File: config.mk
export PLATFORM = sky130hd
export DESIGN_NAME = mem_arbiter
export DESIGN_NICKNAME = d
export VERILOG_FILES = /design/src/rtl/rv32i_types.sv /design/src/rtl/mem_arbiter.sv
export SDC_FILE = /design/constraint.sdc
export NUM_CORES = 2
export LEC_CHECK = 0
export CORE_AREA = 5 5 534 536
export CTS_CLUSTER_SIZE = 16
export DETAILED_ROUTE_END_ITERATION = 7
export DIE_AREA = 0 0 539 541
export PLACE_DENSITY_LB_ADDON = 0.12
export SETUP_SLACK_MARGIN = 0.3
export SYNTH_ARGS = -nofsm -noshare
export SYNTH_HDL_FRONTEND = slang
export SYNTH_SLANG_ARGS = --single-unit
File: constraint.sdc
create_clock -name clk -period 41.4 [get_ports clk]
set_input_delay 6.21 -clock clk [delete_from_list [all_inputs] [get_ports clk]]
set_output_delay 6.21 -clock clk [all_outputs]
set_load 0.05 [all_outputs]
File: src/rtl/rv32i_types.sv
// Shared types for the memory arbiter: FSM state encoding and the default line width.
package rv32i_types;

    localparam int LINE_WIDTH_DEFAULT = 256;

    typedef enum logic [1:0] {
        IDLE,
        SERVE_I,
        SERVE_D,
        DONE
    } arb_state_t;

endpackage

File: src/rtl/mem_arbiter.sv
// Two-port (icache/dcache) to single-memory arbiter, one line transaction at a time.
// Define MEM_ARB_ROUND_ROBIN_EN to alternate contested grants; otherwise dcache always wins.
module mem_arbiter
    import rv32i_types::*;
#(
    parameter int LINE_WIDTH = LINE_WIDTH_DEFAULT,
    parameter int ADDR_WIDTH = 32
) (
    input  logic                  clk,
    input  logic                  rst,

    input  logic [ADDR_WIDTH-1:0] i_addr,
    input  logic                  i_read,
    output logic [LINE_WIDTH-1:0] i_rdata,
    output logic                  i_resp,

    input  logic [ADDR_WIDTH-1:0] d_addr,
    input  logic                  d_read,
    input  logic                  d_write,
    input  logic [LINE_WIDTH-1:0] d_wdata,
    output logic [LINE_WIDTH-1:0] d_rdata,
    output logic                  d_resp,

    output logic [ADDR_WIDTH-1:0] mem_addr,
    output logic                  mem_read,
    output logic                  mem_write,
    output logic [LINE_WIDTH-1:0] mem_wdata,
    input  logic [LINE_WIDTH-1:0] mem_rdata,
    input  logic                  mem_resp
);

    arb_state_t            state;
    logic [LINE_WIDTH-1:0] i_line;
    logic [LINE_WIDTH-1:0] d_line;
    logic                  d_pending;
    logic                  grant_d;

    assign d_pending = d_read | d_write;

`ifdef MEM_ARB_ROUND_ROBIN_EN
    logic last_i;

    // On contention, grant whichever side was not served most recently.
    assign grant_d = d_pending && (!i_read || last_i);
`else
    assign grant_d = d_pending;
`endif

    // Completion is visible in the same cycle memory answers; rdata holds afterwards.
    assign i_resp  = (state == SERVE_I) && mem_resp;
    assign d_resp  = (state == SERVE_D) && mem_resp;
    assign i_rdata = i_resp ? mem_rdata : i_line;
    assign d_rdata = d_resp ? mem_rdata : d_line;

    always_ff @(posedge clk or posedge rst) begin
        if (rst) begin
            state     <= IDLE;
            mem_addr  <= '0;
            mem_read  <= 1'b0;
            mem_write <= 1'b0;
            mem_wdata <= '0;
            i_line    <= '0;
            d_line    <= '0;
`ifdef MEM_ARB_ROUND_ROBIN_EN
            last_i    <= 1'b1;
`endif
        end else begin
            case (state)
                IDLE: begin
                    if (grant_d) begin
                        state     <= SERVE_D;
                        mem_addr  <= d_addr;
                        mem_write <= d_write;
                        mem_read  <= ~d_write;
                        if (d_write) begin
                            mem_wdata <= d_wdata;
                        end
`ifdef MEM_ARB_ROUND_ROBIN_EN
                        last_i    <= 1'b0;
`endif
                    end else if (i_read) begin
                        state     <= SERVE_I;
                        mem_addr  <= i_addr;
                        mem_read  <= 1'b1;
                        mem_write <= 1'b0;
`ifdef MEM_ARB_ROUND_ROBIN_EN
                        last_i    <= 1'b1;
`endif
                    end
                end
                SERVE_I: begin
                    if (mem_resp) begin
                        state     <= DONE;
                        i_line    <= mem_rdata;
                        mem_read  <= 1'b0;
                        mem_write <= 1'b0;
                    end
                end
                SERVE_D: begin
                    if (mem_resp) begin
                        state     <= DONE;
                        d_line    <= mem_rdata;
                        mem_read  <= 1'b0;
                        mem_write <= 1'b0;
                    end
                end
                DONE: begin
                    state <= IDLE;
                end
                default: begin
                    state <= IDLE;
                end
            endcase
        end
    end

endmodule

Word-level counts from Yosys, hierarchy flattened
Cells that the tools add are included.
{"block": "totals", "regBits": 804, "inputBits": 582, "output_inout_bits": 804, "elab_cells": 41}
{"block": "classes", "eq_ne": 5, "n_mux": 15, "bitwise_logic": 2, "n_reduce_logical": 12}
{"op": "$mux W256", "n": 2}
{"op": "$mux W32", "n": 2}
{"op": "$reduce_and A2 Y1", "n": 4}
{"op": "$mux W2", "n": 3}
{"op": "$pmux W2 S3", "n": 1}
{"op": "$reduce_and A3 Y1", "n": 2}
{"op": "$mux W1", "n": 5}
{"op": "$eq A2 B2 Y1 const B", "n": 2}
{"op": "$pmux W1 S2", "n": 2}
{"op": "$reduce_bool A2 Y1", "n": 2}
{"op": "$ne A3 B3 Y1 const B", "n": 1}
{"op": "$eq A2 B1 Y1 const B", "n": 1}
{"op": "$logic_and A1 B1 Y1", "n": 2}
{"op": "$logic_not A2 Y1", "n": 1}
{"op": "$ne A2 B1 Y1 const B", "n": 1}
{"op": "$reduce_or A2 Y1", "n": 1}
{"op": "$not A1 Y1", "n": 1}
{"op": "$or A1 B1 Y1", "n": 1}

Logic depth before layout (Yosys ltp)
{"block": "depth", "word_depth": 4, "mapped_depth": 7, "mapped_depth_nobuf": 5}

Worst setup path before layout
No wires, ideal clock.
{"block": "synth_timing", "path_type": "input port to output port", "from": "input port mem_resp", "to": "output port d_rdata[0]", "arrival_time_ps": 7382, "required_time_ps": 35190, "path_slack_ps": 27808, "stages": 5, "n_path_buf": 3, "cell_sequence": "and2_1 -> buf_2 -> buf_2 -> buf_4 -> mux2_2"}
{"block": "synth_via", "elab_chain_len": 2}
{"item": "start, declared", "line_no": "mem_arbiter.sv:29", "source": "input logic mem_resp"}
{"item": "$logic_and A1 B1 Y1", "line_no": "mem_arbiter.sv:51", "source": "assign d_resp = (state == SERVE_D) && mem_resp;"}
{"item": "net d_resp", "line_no": "mem_arbiter.sv:22", "source": "output logic d_resp,"}
{"item": "$mux W256", "line_no": "mem_arbiter.sv:53", "source": "assign d_rdata = d_resp ? mem_rdata : d_line;"}
{"item": "end, declared", "line_no": "mem_arbiter.sv:21", "source": "output logic [LINE_WIDTH-1:0] d_rdata,"}
The timed path passes the listed nets, and every way through them passes these cells.

Worst setup path in the final report
{"block": "layout_timing", "from": "input port mem_resp", "to": "output port d_rdata[68]"}
{"block": "layout_via", "elab_chain_len": 2}
{"item": "$logic_and A1 B1 Y1", "line_no": "mem_arbiter.sv:51"}
{"item": "$mux W256", "line_no": "mem_arbiter.sv:53"}
No other way between the ends.

==> metrics.cfg <==
[flow_run]
drv_cap = 0

[worst_setup_path]
cpLargestDelayFamily = buffers and inverters
cp.depth = 7
crit_top_cell = buf_4
cp_data_required_time_ns = 35.19
worstPathMaxFanout = 58
r2r_start = state[0]$_DFFE_PP0P_
start_kind = input pin
crit_slowest_cell = buf_4
reg2reg_slack_ns = 36.88
reg2reg_depth = 7
worstSetupStartpoint = mem_resp
crit_chain = clkdlybuf4s50_1 -> and2_4 -> buf_4 -> buf_4 -> buf_4 -> mux2_2 -> clkdlybuf4s50_1
cp.buffers_inverters = 5
reg2reg_to = d_line[179]$_DFFE_PP0P_
endpoint_kind = primary output
max_stage_delay_ns = 0.78
worstSetupPathType = input pin to primary output
worstPathArrival_ns = 11.21
setup.worst_path.end = d_rdata[68]

[drt]
drc = 0
ant_nets = 0
viasPerCell = 3.02
first_pass_iters = 4
routed-via-count = 21300
drt-initial-drc-count = 549
wl_um = 175000
wl_per_cell_um = 24.7

[grt]
met3_usage_pct = 6.40
use_met1_pct = 12.3
grtUsageTotal_pct = 11.5
grt_use_met2_pct = 19.6
grt_max_degree = 135
grt.busiest_layer = met2
grt_overflow = 0
grt_first_pass_wirelength_um = 232000
grt_pass1_vias = 23600
antenna_found_initial = 98

[synthesis]
synth_warnings = 0
synth_area_sq_um = 30300
avgSynthCellArea_sq_um = 16.9
seq_area_frac_synth_pct = 66.5
synth_nets = 2376
synth_seq_cells = 804
ys_types = 20
synthesis.instances = 1789

[timing]
rsz0062_at_grt = false
hold_viol = 0
finClkSkew_ns = 0.0415
fin_tns_setup_ns = 0
finalSetupViolCount = 0
worst_pin_slew_ns = 1.11
clock.fmax_mhz = 57.4
finalMaxSlewViolations = 0
maxSlewHeadroom_pct = 25.8
fin_crit_sh_pct = 42.1
period_needed_ns = 17.42

[clocking]
clock_path_buffers = 4
cts_resized = 0
postCtsSetupBuffers = 0
htree_levels = 3
postCtsHoldBufs = 0
root_buffer = clkbuf_16
cts.sinks = 804
path_clk_slew_ns = 0.06
clkLatencyLatePin_ns = 0.81
cts_tree = done
cts_buffers = 115

[layout]
syn2layout_area_growth_pct = 72.1
drive_gt1_share_pct = 29.3
finalNetCount = 3808

[floorplanning]
die_w_um = 539
core_area_sq_um = 280000
rows = 195
io_pins = 1386
die_area_sq_um = 292000
start_util_pct = 10.8
dieHeight_um = 541

[run_status]
outcome = finished, final reports clean

[placement]
gp_congestion = 0.794
hpwl_um = 139000
port_buffers = 1385

[worst_hold_path]
min_path_type = register to register

==> layer usage <==
metal / vias up / wire, um
li1: 9227 / -
met1: 10700 / 64700
met2: 1041 / 84500
met3: 275 / 20500
met4: 86 / 4380
met5: - / 534
==> cell usage after synthesis, drive strengths merged <==
cell,number,area [sq um]
o31ai,1,21.3
ha,5,62.6
a21oi,2,10.0
clkbuf,8,30.0
a211oi,1,7.51
buf,86,634
nor2b,2,12.5
and2,1,6.26
mux2,771,8680
inv,4,15.0
o21ai,32,160
nor2,3,13.8
nand2,34,130
dfrtp,804,20100
nor3,1,5.00
mux2i,34,340
==> state kept, by name, summed over array words and instances (netlist names) <==
signal and cells:
mem_addr 32, state 2, mem_wdata 256, mem_read 1
mem_write 1, i_line 256, d_line 256
==> placed cells by master (no fill, tap or decap), types with 3 or more instances in the layout <==
cell type,netlist,routed
mux2_2,771,771
buf_12,0,4
mux2i_1,34,34
diode_2,0,18
o21ai_0,32,32
clkinv_2,0,16
clkinvlp_4,0,3
dfrtp_1,804,804
buf_4,9,20
nand2_1,33,32
clkbuf_16,0,117
inv_6,0,3
bufinv_16,0,3
ha_1,5,5
clkbuf_8,0,25
inv_1,4,3
clkbuf_1,8,33
clkdlybuf4s50_1,0,1385
==> worst min-delay path by stage <==
stage                               endpoint  cells past startpoint                     start
finish               mem_addr[0]$_DFFE_PP0P_                      2   mem_addr[0]$_DFFE_PP0P_
global route          i_line[28]$_DFFE_PP0P_                      1    i_line[28]$_DFFE_PP0P_
detailed placement   mem_addr[0]$_DFFE_PP0P_                      2   mem_addr[0]$_DFFE_PP0P_
CTS                  mem_addr[0]$_DFFE_PP0P_                      2   mem_addr[0]$_DFFE_PP0P_
floorplan               state[1]$_DFFE_PP0P_                      1      state[1]$_DFFE_PP0P_
global placement    mem_addr[26]$_DFFE_PP0P_                      2  mem_addr[26]$_DFFE_PP0P_
==> tightest hold or removal path: cells and delay by family, from the launching register on <==
family / cells / cell delay, ns
simple gates: 1 / 0.05
flops: 1 / 0.34
compound gates: 1 / 0.06
==> per-stage QoR <==
step | area, sq um | instances | hold WS, ns | utilization (%) | setup WS (ns)
final | 52100 | 7065 | 0.483 | 18.6 | 23.98
after global routing | 52000 | 7049 | 0.499 | 18.6 | 23.69
after detailed placement | 48400 | 6847 | 0.473 | 17.3 | 23.78
after floorplan | 30300 | 1789 | 0.534 | - | 12.61
after global placement | 48400 | 6847 | 0.462 | 17.3 | 23.82
after CTS | 52000 | 7047 | 0.488 | 18.6 | 23.78
==> cell type report <==
cell class | count | area (sq um)
fill | 30300 | 228000
antenna | 18 | 45.0
multi-input combinational | 887 | 9480
inverter | 4 | 22.5
timing repair buffer | 1409 | 14100
tap | 3743 | 4680
clock buffer | 175 | 3400
clock inverter | 25 | 219
sequential | 804 | 20100
==> logic make-up after synthesis <==
group,after synthesis,synth area share (%)
buffers and inverters,98,2.25
AOI/OAI and AO/OA,36,0.658
and+or+nand+nor,41,0.554
adders and majority gates,5,0.207
DFF,804,66.5
muxes,805,29.8
Power is not shown: default switching activity piles up to over one toggle a cycle in this logic, so the estimate is an artifact.
